===== config.mk =====
export PLATFORM = sky130hd
export DESIGN_NAME = ps2_kbd_ctrl_flat
export DESIGN_NICKNAME = d
export VERILOG_FILES = /design/src/rtl/ps2_kbd_ctrl_if.sv /design/src/rtl/ps2_kbd_ctrl.sv /design/src/flat_wrapper.sv
export SDC_FILE = /design/constraint.sdc
export NUM_CORES = 1
export LEC_CHECK = 0
export ABC_AREA = 1
export CELL_PAD_IN_SITES_DETAIL_PLACEMENT = 1
export CELL_PAD_IN_SITES_GLOBAL_PLACEMENT = 1
export CORE_MARGIN = 8
export CORE_UTILIZATION = 43
export CTS_BUF_LIST = sky130_fd_sc_hd__clkbuf_8
export CTS_CLUSTER_DIAMETER = 80
export DETAILED_ROUTE_END_ITERATION = 16
export PLACE_DENSITY = 0.84
export SYNTH_ARGS = -nofsm -noshare
export SYNTH_HDL_FRONTEND = slang
export SYNTH_SLANG_ARGS = --single-unit

===== constraint.sdc =====
create_clock -name clk -period 3.1 [get_ports clk]
set_input_delay 0.31 -clock clk [delete_from_list [all_inputs] [get_ports clk]]
set_output_delay 0.31 -clock clk [all_outputs]
set_load 0.03 [all_outputs]

===== src/rtl/ps2_kbd_ctrl_if.sv =====
// Bundle between ps2_kbd_ctrl and its neighbours: the scancode byte stream
// in, and the CPU-side event FIFO read port, status flags and error pulse out.
interface ps2_kbd_ctrl_if #(
  parameter int AW = 3
);
  logic [7:0]  scancode;
  logic        scan_valid;
  logic        evt_rd;
  logic        ovf_clr;
  logic        evt_valid;
  logic [7:0]  evt_code;
  logic        evt_ext;
  logic        evt_break;
  logic [AW:0] evt_count;
  logic        overflow;
  logic        err_pulse;

  modport master (
    output scancode, scan_valid, evt_rd, ovf_clr,
    input  evt_valid, evt_code, evt_ext, evt_break, evt_count, overflow, err_pulse
  );

  modport slave (
    input  scancode, scan_valid, evt_rd, ovf_clr,
    output evt_valid, evt_code, evt_ext, evt_break, evt_count, overflow, err_pulse
  );
endinterface


===== src/rtl/ps2_kbd_ctrl.sv =====
// PS/2 Set-2 byte sequencer: strips E0/F0 prefixes into key events queued in a show-ahead FIFO.
// Optional prefix watchdog enabled by defining PS2_KBD_TIMEOUT_EN.
module ps2_kbd_ctrl #(
  parameter int DEPTH          = 8,
  parameter int AW             = 3,
  parameter int TIMEOUT_CYCLES = 1000000
) (
  input logic           clk,
  input logic           rst_n,
  ps2_kbd_ctrl_if.slave bus
);

  if (((1 << AW) != DEPTH) || (DEPTH < 2) || (TIMEOUT_CYCLES < 1)) begin : g_bad_cfg
    $error("ps2_kbd_ctrl: DEPTH must equal 2**AW (>=2) and TIMEOUT_CYCLES must be positive");
  end

  // Bit 0 of the state means "E0 seen", bit 1 means "F0 seen".
  localparam logic [1:0] IDLE     = 2'd0;
  localparam logic [1:0] PRE_E0   = 2'd1;
  localparam logic [1:0] PRE_F0   = 2'd2;
  localparam logic [1:0] PRE_E0F0 = 2'd3;

  typedef struct packed {
    logic       ext;
    logic       brk;
    logic [7:0] code;
  } evt_t;

  logic          scan_valid_q;
  logic          stb;
  logic [1:0]    state_q, state_d, state_eff;
  logic [AW:0]   wr_cnt_q, rd_cnt_q, count;
  evt_t          mem_q [DEPTH];
  evt_t          last_q, head, push_evt;
  logic          overflow_q, overflow_d;
  logic          err_q, err_d;
  logic          push_req, push, pop, drop, full, empty, is_err, timeout;

  assign stb = bus.scan_valid & ~scan_valid_q;

`ifdef PS2_KBD_TIMEOUT_EN
  localparam int TW = $clog2(TIMEOUT_CYCLES + 1);
  logic [TW-1:0] tmo_q;

  assign timeout = (state_q != IDLE) && (tmo_q == TW'(TIMEOUT_CYCLES));

  always_ff @(posedge clk) begin
    if (!rst_n)                                   tmo_q <= '0;
    else if (stb || (state_q == IDLE) || timeout) tmo_q <= '0;
    else                                          tmo_q <= tmo_q + 1'b1;
  end
`else
  assign timeout = 1'b0;
`endif

  // NOTE: every variable assigned here gets a default first, so no path leaves one unassigned and no latch is inferred.
  always_comb begin
    state_eff = timeout ? IDLE : state_q;
    state_d   = state_eff;
    push_req  = 1'b0;
    is_err    = 1'b0;
    push_evt  = '{ext: state_eff[0], brk: state_eff[1], code: bus.scancode};
    if (stb) begin
      unique case (bus.scancode)
        8'hE0:        state_d = state_eff | PRE_E0;
        8'hF0:        state_d = state_eff | PRE_F0;
        8'h00, 8'hFF: begin state_d = IDLE; is_err = 1'b1; end
        default:      begin state_d = IDLE; push_req = 1'b1; end
      endcase
    end

    count      = wr_cnt_q - rd_cnt_q;
    empty      = (count == '0);
    full       = count[AW];
    pop        = bus.evt_rd & ~empty;
    push       = push_req & (~full | pop);
    drop       = push_req & full & ~pop;
    overflow_d = drop | (overflow_q & ~bus.ovf_clr);
    err_d      = is_err | timeout;
    head       = mem_q[rd_cnt_q[AW-1:0]];
  end

  // NOTE: state updates use non-blocking assignments so every flop samples pre-edge values.
  always_ff @(posedge clk) begin
    if (!rst_n) begin
      scan_valid_q <= 1'b0;
      state_q      <= IDLE;
      wr_cnt_q     <= '0;
      rd_cnt_q     <= '0;
      last_q       <= '0;
      overflow_q   <= 1'b0;
      err_q        <= 1'b0;
    end else begin
      scan_valid_q <= bus.scan_valid;
      state_q      <= state_d;
      overflow_q   <= overflow_d;
      err_q        <= err_d;
      if (push) wr_cnt_q <= wr_cnt_q + 1'b1;
      if (pop) begin
        rd_cnt_q <= rd_cnt_q + 1'b1;
        last_q   <= head;
      end
    end
  end

  // NOTE: the storage array is not reset; the pointers define which entries are valid.
  always_ff @(posedge clk) begin
    if (push) mem_q[wr_cnt_q[AW-1:0]] <= push_evt;
  end

  // When empty the outputs hold the most recently popped entry.
  assign bus.evt_valid = ~empty;
  assign bus.evt_code  = empty ? last_q.code : head.code;
  assign bus.evt_ext   = empty ? last_q.ext  : head.ext;
  assign bus.evt_break = empty ? last_q.brk  : head.brk;
  assign bus.evt_count = count;
  assign bus.overflow  = overflow_q;
  assign bus.err_pulse = err_q;

endmodule

===== src/flat_wrapper.sv =====
// flat-port wrapper written by rule: the top's interface ports become plain ports
module ps2_kbd_ctrl_flat 
#(
  parameter int DEPTH          = 8,
  parameter int AW             = 3,
  parameter int TIMEOUT_CYCLES = 1000000
)
  (clk, rst_n, bus_scancode, bus_scan_valid, bus_evt_rd, bus_ovf_clr, bus_evt_valid, bus_evt_code, bus_evt_ext, bus_evt_break, bus_evt_count, bus_overflow, bus_err_pulse);
  ps2_kbd_ctrl_if #(.AW(AW)) bus_i ();
  input logic clk;
  input logic rst_n;
  input wire logic [$bits(bus_i.scancode)-1:0] bus_scancode;
  input wire logic [$bits(bus_i.scan_valid)-1:0] bus_scan_valid;
  input wire logic [$bits(bus_i.evt_rd)-1:0] bus_evt_rd;
  input wire logic [$bits(bus_i.ovf_clr)-1:0] bus_ovf_clr;
  output wire logic [$bits(bus_i.evt_valid)-1:0] bus_evt_valid;
  output wire logic [$bits(bus_i.evt_code)-1:0] bus_evt_code;
  output wire logic [$bits(bus_i.evt_ext)-1:0] bus_evt_ext;
  output wire logic [$bits(bus_i.evt_break)-1:0] bus_evt_break;
  output wire logic [$bits(bus_i.evt_count)-1:0] bus_evt_count;
  output wire logic [$bits(bus_i.overflow)-1:0] bus_overflow;
  output wire logic [$bits(bus_i.err_pulse)-1:0] bus_err_pulse;
  assign bus_i.scancode = bus_scancode;
  assign bus_i.scan_valid = bus_scan_valid;
  assign bus_i.evt_rd = bus_evt_rd;
  assign bus_i.ovf_clr = bus_ovf_clr;
  assign bus_evt_valid = bus_i.evt_valid;
  assign bus_evt_code = bus_i.evt_code;
  assign bus_evt_ext = bus_i.evt_ext;
  assign bus_evt_break = bus_i.evt_break;
  assign bus_evt_count = bus_i.evt_count;
  assign bus_overflow = bus_i.overflow;
  assign bus_err_pulse = bus_i.err_pulse;
  ps2_kbd_ctrl #(.DEPTH(DEPTH), .AW(AW), .TIMEOUT_CYCLES(TIMEOUT_CYCLES)) u_core (.clk(clk), .rst_n(rst_n), .bus(bus_i));
endmodule

== Yosys cells after proc, flatten, opt, wreduce, memory -nomap -nowiden ==
Memory sizes are Yosys's and may differ from the RTL's. A register that Yosys moved wholly into a read port is not among the register bits.
Cells that the tools add are included.

* Register bits after elaboration: 23
* RAM bits: 80
* Input port bits: 13
* Output and inout bits: 17
* Memories: 1

{| class="wikitable"
|+ Memories
! memory !! words !! width !! rd ports !! clocked after Yosys merged registers in !! wr ports !! RTL line !! source
|-
| u_core.mem_q || 8 || 10 || 1 || 1 || 1 || ps2_kbd_ctrl.sv:33 || <nowiki>evt_t mem_q [DEPTH];</nowiki>
|}

* $add $sub $neg: 3
* Equality and inequality tests: 3
* Mux-type cells: 11
* Bitwise gates (word level): 15
* Reduce and logical (&&, ||, !) cells: 7

{| class="wikitable"
|+ Operators by type and width
! cell !! number
|-
| $eq 8x8->1 const B || 3
|-
| $add 4x1->4 const B || 2
|-
| $logic_not 8->1 || 1
|-
| $mux 8 || 1
|-
| $mux 1 || 7
|-
| $not 1->1 || 7
|-
| $and 1x1->1 || 6
|-
| $mux 3 || 2
|-
| $reduce_and 2->1 || 3
|-
| $logic_not 4->1 || 1
|-
| $pmux 2 s2 || 1
|-
| $reduce_or 4->1 || 1
|-
| $sub 4x4->4 || 1
|-
| $or 1x1->1 || 2
|-
| $reduce_or 2->1 || 1
|}

== Depth between registers and ports, before layout ==
* Word-level depth: 8
* Depth in mapped cells: 14
* Gate-level depth less buffers: 13

== Least setup slack after synthesis ==
No wires, ideal clock.

* Path type: reg-to-output
* Start: reg u_core.wr_cnt_q[0]
* End: out bus_evt_code[0]
* Data arrival time: 2.502 ns
* Setup slack: 0.288 ns
* Stages on the path, launching flop included: 11
* Buffers on the path: 1
* Path through: dfxtp_1 > inv_1 > ha_1 > inv_1 > fa_1 > xor2_1 > nor3_2 > nand2_4 > buf_2 > nor2_1 > a21oi_1

* Cells in the longest elaborated chain, start to end: 3

{| class="wikitable"
|+ Ends and longest elaborated chain
! what !! RTL line !! source
|-
| start: declaration || ps2_kbd_ctrl.sv:32 || <nowiki>logic [AW:0] wr_cnt_q, rd_cnt_q, count;</nowiki>
|-
| start signal: assignment || ps2_kbd_ctrl.sv:98 || <nowiki>if (push) wr_cnt_q <= wr_cnt_q + 1'b1;</nowiki>
|-
| $sub 4x4->4 || ps2_kbd_ctrl.sv:72 || <nowiki>count = wr_cnt_q - rd_cnt_q;</nowiki>
|-
| named net bus_evt_count[2] || flat_wrapper.sv:20 || <nowiki>output wire logic [$bits(bus_i.evt_count)-1:0] bus_evt_count;</nowiki>
|-
| $logic_not 4->1 || ps2_kbd_ctrl.sv:73 || <nowiki>empty = (count == '0);</nowiki>
|-
| $mux 8 || ps2_kbd_ctrl.sv:113 || <nowiki>assign bus.evt_code = empty ? last_q.code : head.code;</nowiki>
|-
| end: declaration || flat_wrapper.sv:17 || <nowiki>output wire logic [$bits(bus_i.evt_code)-1:0] bus_evt_code;</nowiki>
|}

The timed path passes the listed nets, and every way through them passes these cells.

== Final worst setup path ==
* Start: reg u_core.wr_cnt_q[0]
* End: out bus_evt_ext

* Cells in the longest elaborated chain, start to end: 3

{| class="wikitable"
|+ Ends and longest elaborated chain
! what !! RTL line !! source
|-
| $sub 4x4->4 || ps2_kbd_ctrl.sv:72 ||
|-
| $logic_not 4->1 || ps2_kbd_ctrl.sv:73 ||
|-
| $mux 1 || ps2_kbd_ctrl.sv:114 || <nowiki>assign bus.evt_ext = empty ? last_q.ext : head.ext;</nowiki>
|-
| end: declaration || flat_wrapper.sv:18 || <nowiki>output wire logic [$bits(bus_i.evt_ext)-1:0] bus_evt_ext;</nowiki>
|}

No other way between the ends.

==> run summary <==
Outcome - finished, final reports clean
Vias after detailed routing - 3,489
Area occupied by multi-input gates - 0.00149 mm²
Pins over their slew limit - 0
HP Class - register to register
Die Span Y - 119 µm
Nets - 535
Inserted Diodes - 0
Gpl congestion - 0.796
Drt wl/cell - 18.7 µm
Critical path's slowest cell - fa_1
Total global routing overflow - 0
Synth area leaders - edfxtp_1, dfxtp_1, nor2_1
#FFs+latches synth - 106
Unrepaired setup endpoints after global routing - yes
Final Hold Viols - 0
CTS clk-pin slew, worst paths - 90 ps
Filler instances - 1,209
Area growth syn-to-layout - 14.1%
Slew headroom - 50.8%
Leading cell type in the layout, fill and taps excluded - nor2_1
CP required - 2790 ps
Tot GR Track Use - 17.5%
Worst-Margin Slew - 736 ps
Final Non-Filler Cells - 657
Post-Syn Area per Cell - 9.61 µm²
Crit path DAT - 2710 ps
Clock buffer count from CTS - 9
Die area - 0.0142 mm²
Fin crit share - 97.5%
Hold Path Stages - 2
Total Power - 4.13 mW
Commonest non-fill, non-tap cells in the layout - nor2_1, nand2_1, edfxtp_1
Largest net degree at the start of global routing - 41
Min Tclk post-route - 3020 ps
Reg2Reg Depth - 10
Initial antenna violation count - 0
CTS tree - done
Syn Inst Count - 478
Worst Setup End Kind - primary output
Max Cap Viol - 0
Setup-failing EPs final - 0
Final core occ - 50.5%
Reg2reg setup slack - 560 ps
Die outline width - 119 µm
Yosys Warn Count - 0
Fmax - 331 MHz
First-pass DRT Iterations - 4
Vias in the first global route - 3,777
Row cnt - 37
Clock tree buffer depth - 2
Wirelength, routed - 12,300 µm
Proportion of layout cells with a drive suffix above 1 - 9.79%
Setup TNS - 0 ps
Via density - 5.31
Number of routed nets with antenna violations - 0
Top cell by count, worst path - inv_1
Critical path startpoint - u_core.wr_cnt_q[0]
Reg area - 0.00292 mm²
Hold_ws - 469 ps
Port bufs - 29
Mapped Area - 0.00459 mm²
Power per cell area - 788 mW/mm²
Setup Crit Path Kind - register to primary output
First-pass GRT wire length - 19,400 µm
Critical R2R Launch - u_core.wr_cnt_q[2]
Core area - 0.0104 mm²
Placed cell count - 640
CP Max Fanout - 17
Io pins - 30
Post-CTS setup buffers - 0
Sink Count - 106
Hold path start - u_core.bus.overflow
P_leak - 2.07 nW
Initial Util - 44.3%
Synth top area share - 52.3%
Drt drc - 0
Net Count, Synth - 497
Clk root buf - clkbuf_8
CP Cell Sequence - inv_1 -> ha_1 -> inv_1 -> fa_1 -> nor3_4 -> nand2_4 -> a21oi_1 -> clkdlybuf4s15_2
Count of different cell masters after synthesis - 25
Crit-path max cell delay - 470 ps
Area leader, netlist - edfxtp_1
Worst VDD drop - 416 µV
Insertion delay to the later sink of the worst-skew pair - 370 ps
Seq/Total Area, Yosys - 63.6%
Setup crit start kind - register
DRT iter0 DRCs - 178
Clock skew - 8.75 ps
DP Wirelength - 8140 µm
CTS H-Tree Depth - 3
## what timing repair did
| action | CTS | global route |
|---|---|---|
| endpoints found under the setup margin | 11 | 10 |
| hold buffers | 0 | 0 |
| pin swaps | 0 | 1 |
| resized for setup | 13 | 20 |
| cloned | 0 | 1 |
## worst paths after layout
kind,to
worst max-delay path,bus_evt_ext
worst min-delay path,u_core.bus.overflow
worst max register to register,u_core.mem_q[2][7]
worst min register to register,u_core.bus.overflow
## cell families after synthesis
kind of cell | synth area share, %
AOI/OAI and AO/OA | 6.65
xor gates and xnor gates | 1.14
adders and majority gates | 1.80
buffers and inverters | 4.39
DFF | 63.6
and+or+nand+nor | 22.4
## through the flow
stage	cell area, µm²	worst slack (ps)
2_1_floorplan	4590	288
3_3_place_gp	5090	253
3_5_place_dp	5090	146
4_1_cts	5260	14.1
5_1_grt	5240	-15.4
6_report	5240	77.0
## registers in the layout, indices dropped and copies added (netlist names), named ones only
| register | count |
|---|---|
| u_core.bus.err_pulse | 1 |
| u_core.bus.overflow | 1 |
| u_core.last_q | 10 |
| u_core.mem_q | 80 |
| u_core.rd_cnt_q | 4 |
| u_core.scan_valid_q | 1 |
| u_core.state_eff | 2 |
| u_core.wr_cnt_q | 4 |
## layout make-up
cell class	count	area share (%)
clock buffers	9	2.36
clock inverters	7	1.03
flip-flops and latches	106	55.8
well taps	136	3.25
repair buffers	48	7.40
inverters	25	1.79
multi-input cells	326	28.4
## per-layer routing
layer,GRT usage [%],share of wire [%],wire length (µm)
met1,19.0,41,5040
met4,11.5,4.2,514
met2,31.2,51,6310
met5,0,0,0
met3,2.46,3.4,420
## critical path, delay by kind of cell (launching register included)
family	cells	cell delay (ps)
AOI/OAI and AO/OA	1	220
buffers and inverters	3	520
adders and majority gates	2	660
DFF	1	410
and+or+nand+nor	2	540
## cells in the mapped netlist
| cell | n |
|---|---|
| nor3_2 | 1 |
| nand3_1 | 31 |
| dfxtp_1 | 26 |
| xnor2_1 | 3 |
| nand4_1 | 1 |
| nand2_4 | 2 |
| o21ai_0 | 34 |
| nand2_2 | 3 |
| fa_1 | 1 |
| a21oi_1 | 17 |
| ha_1 | 5 |
| nand2_1 | 92 |
| nor2_2 | 1 |
| nand3b_1 | 2 |
| inv_2 | 3 |
| buf_1 | 1 |
| xor2_1 | 3 |
| buf_2 | 8 |
| o21ai_1 | 10 |
| nor2_1 | 118 |
| buf_6 | 2 |
| edfxtp_1 | 80 |
| clkbuf_1 | 11 |
| or2_0 | 1 |
| inv_1 | 22 |
## where the power goes
| part | switching, mW | internal (mW) |
|---|---|---|
| registers | 0.0594 | 1.62 |
| clock network | 0.447 | 0.359 |
| logic | 1.16 | 0.479 |
| total | 1.67 | 2.46 |
Power figures use the tool's default switching activity.
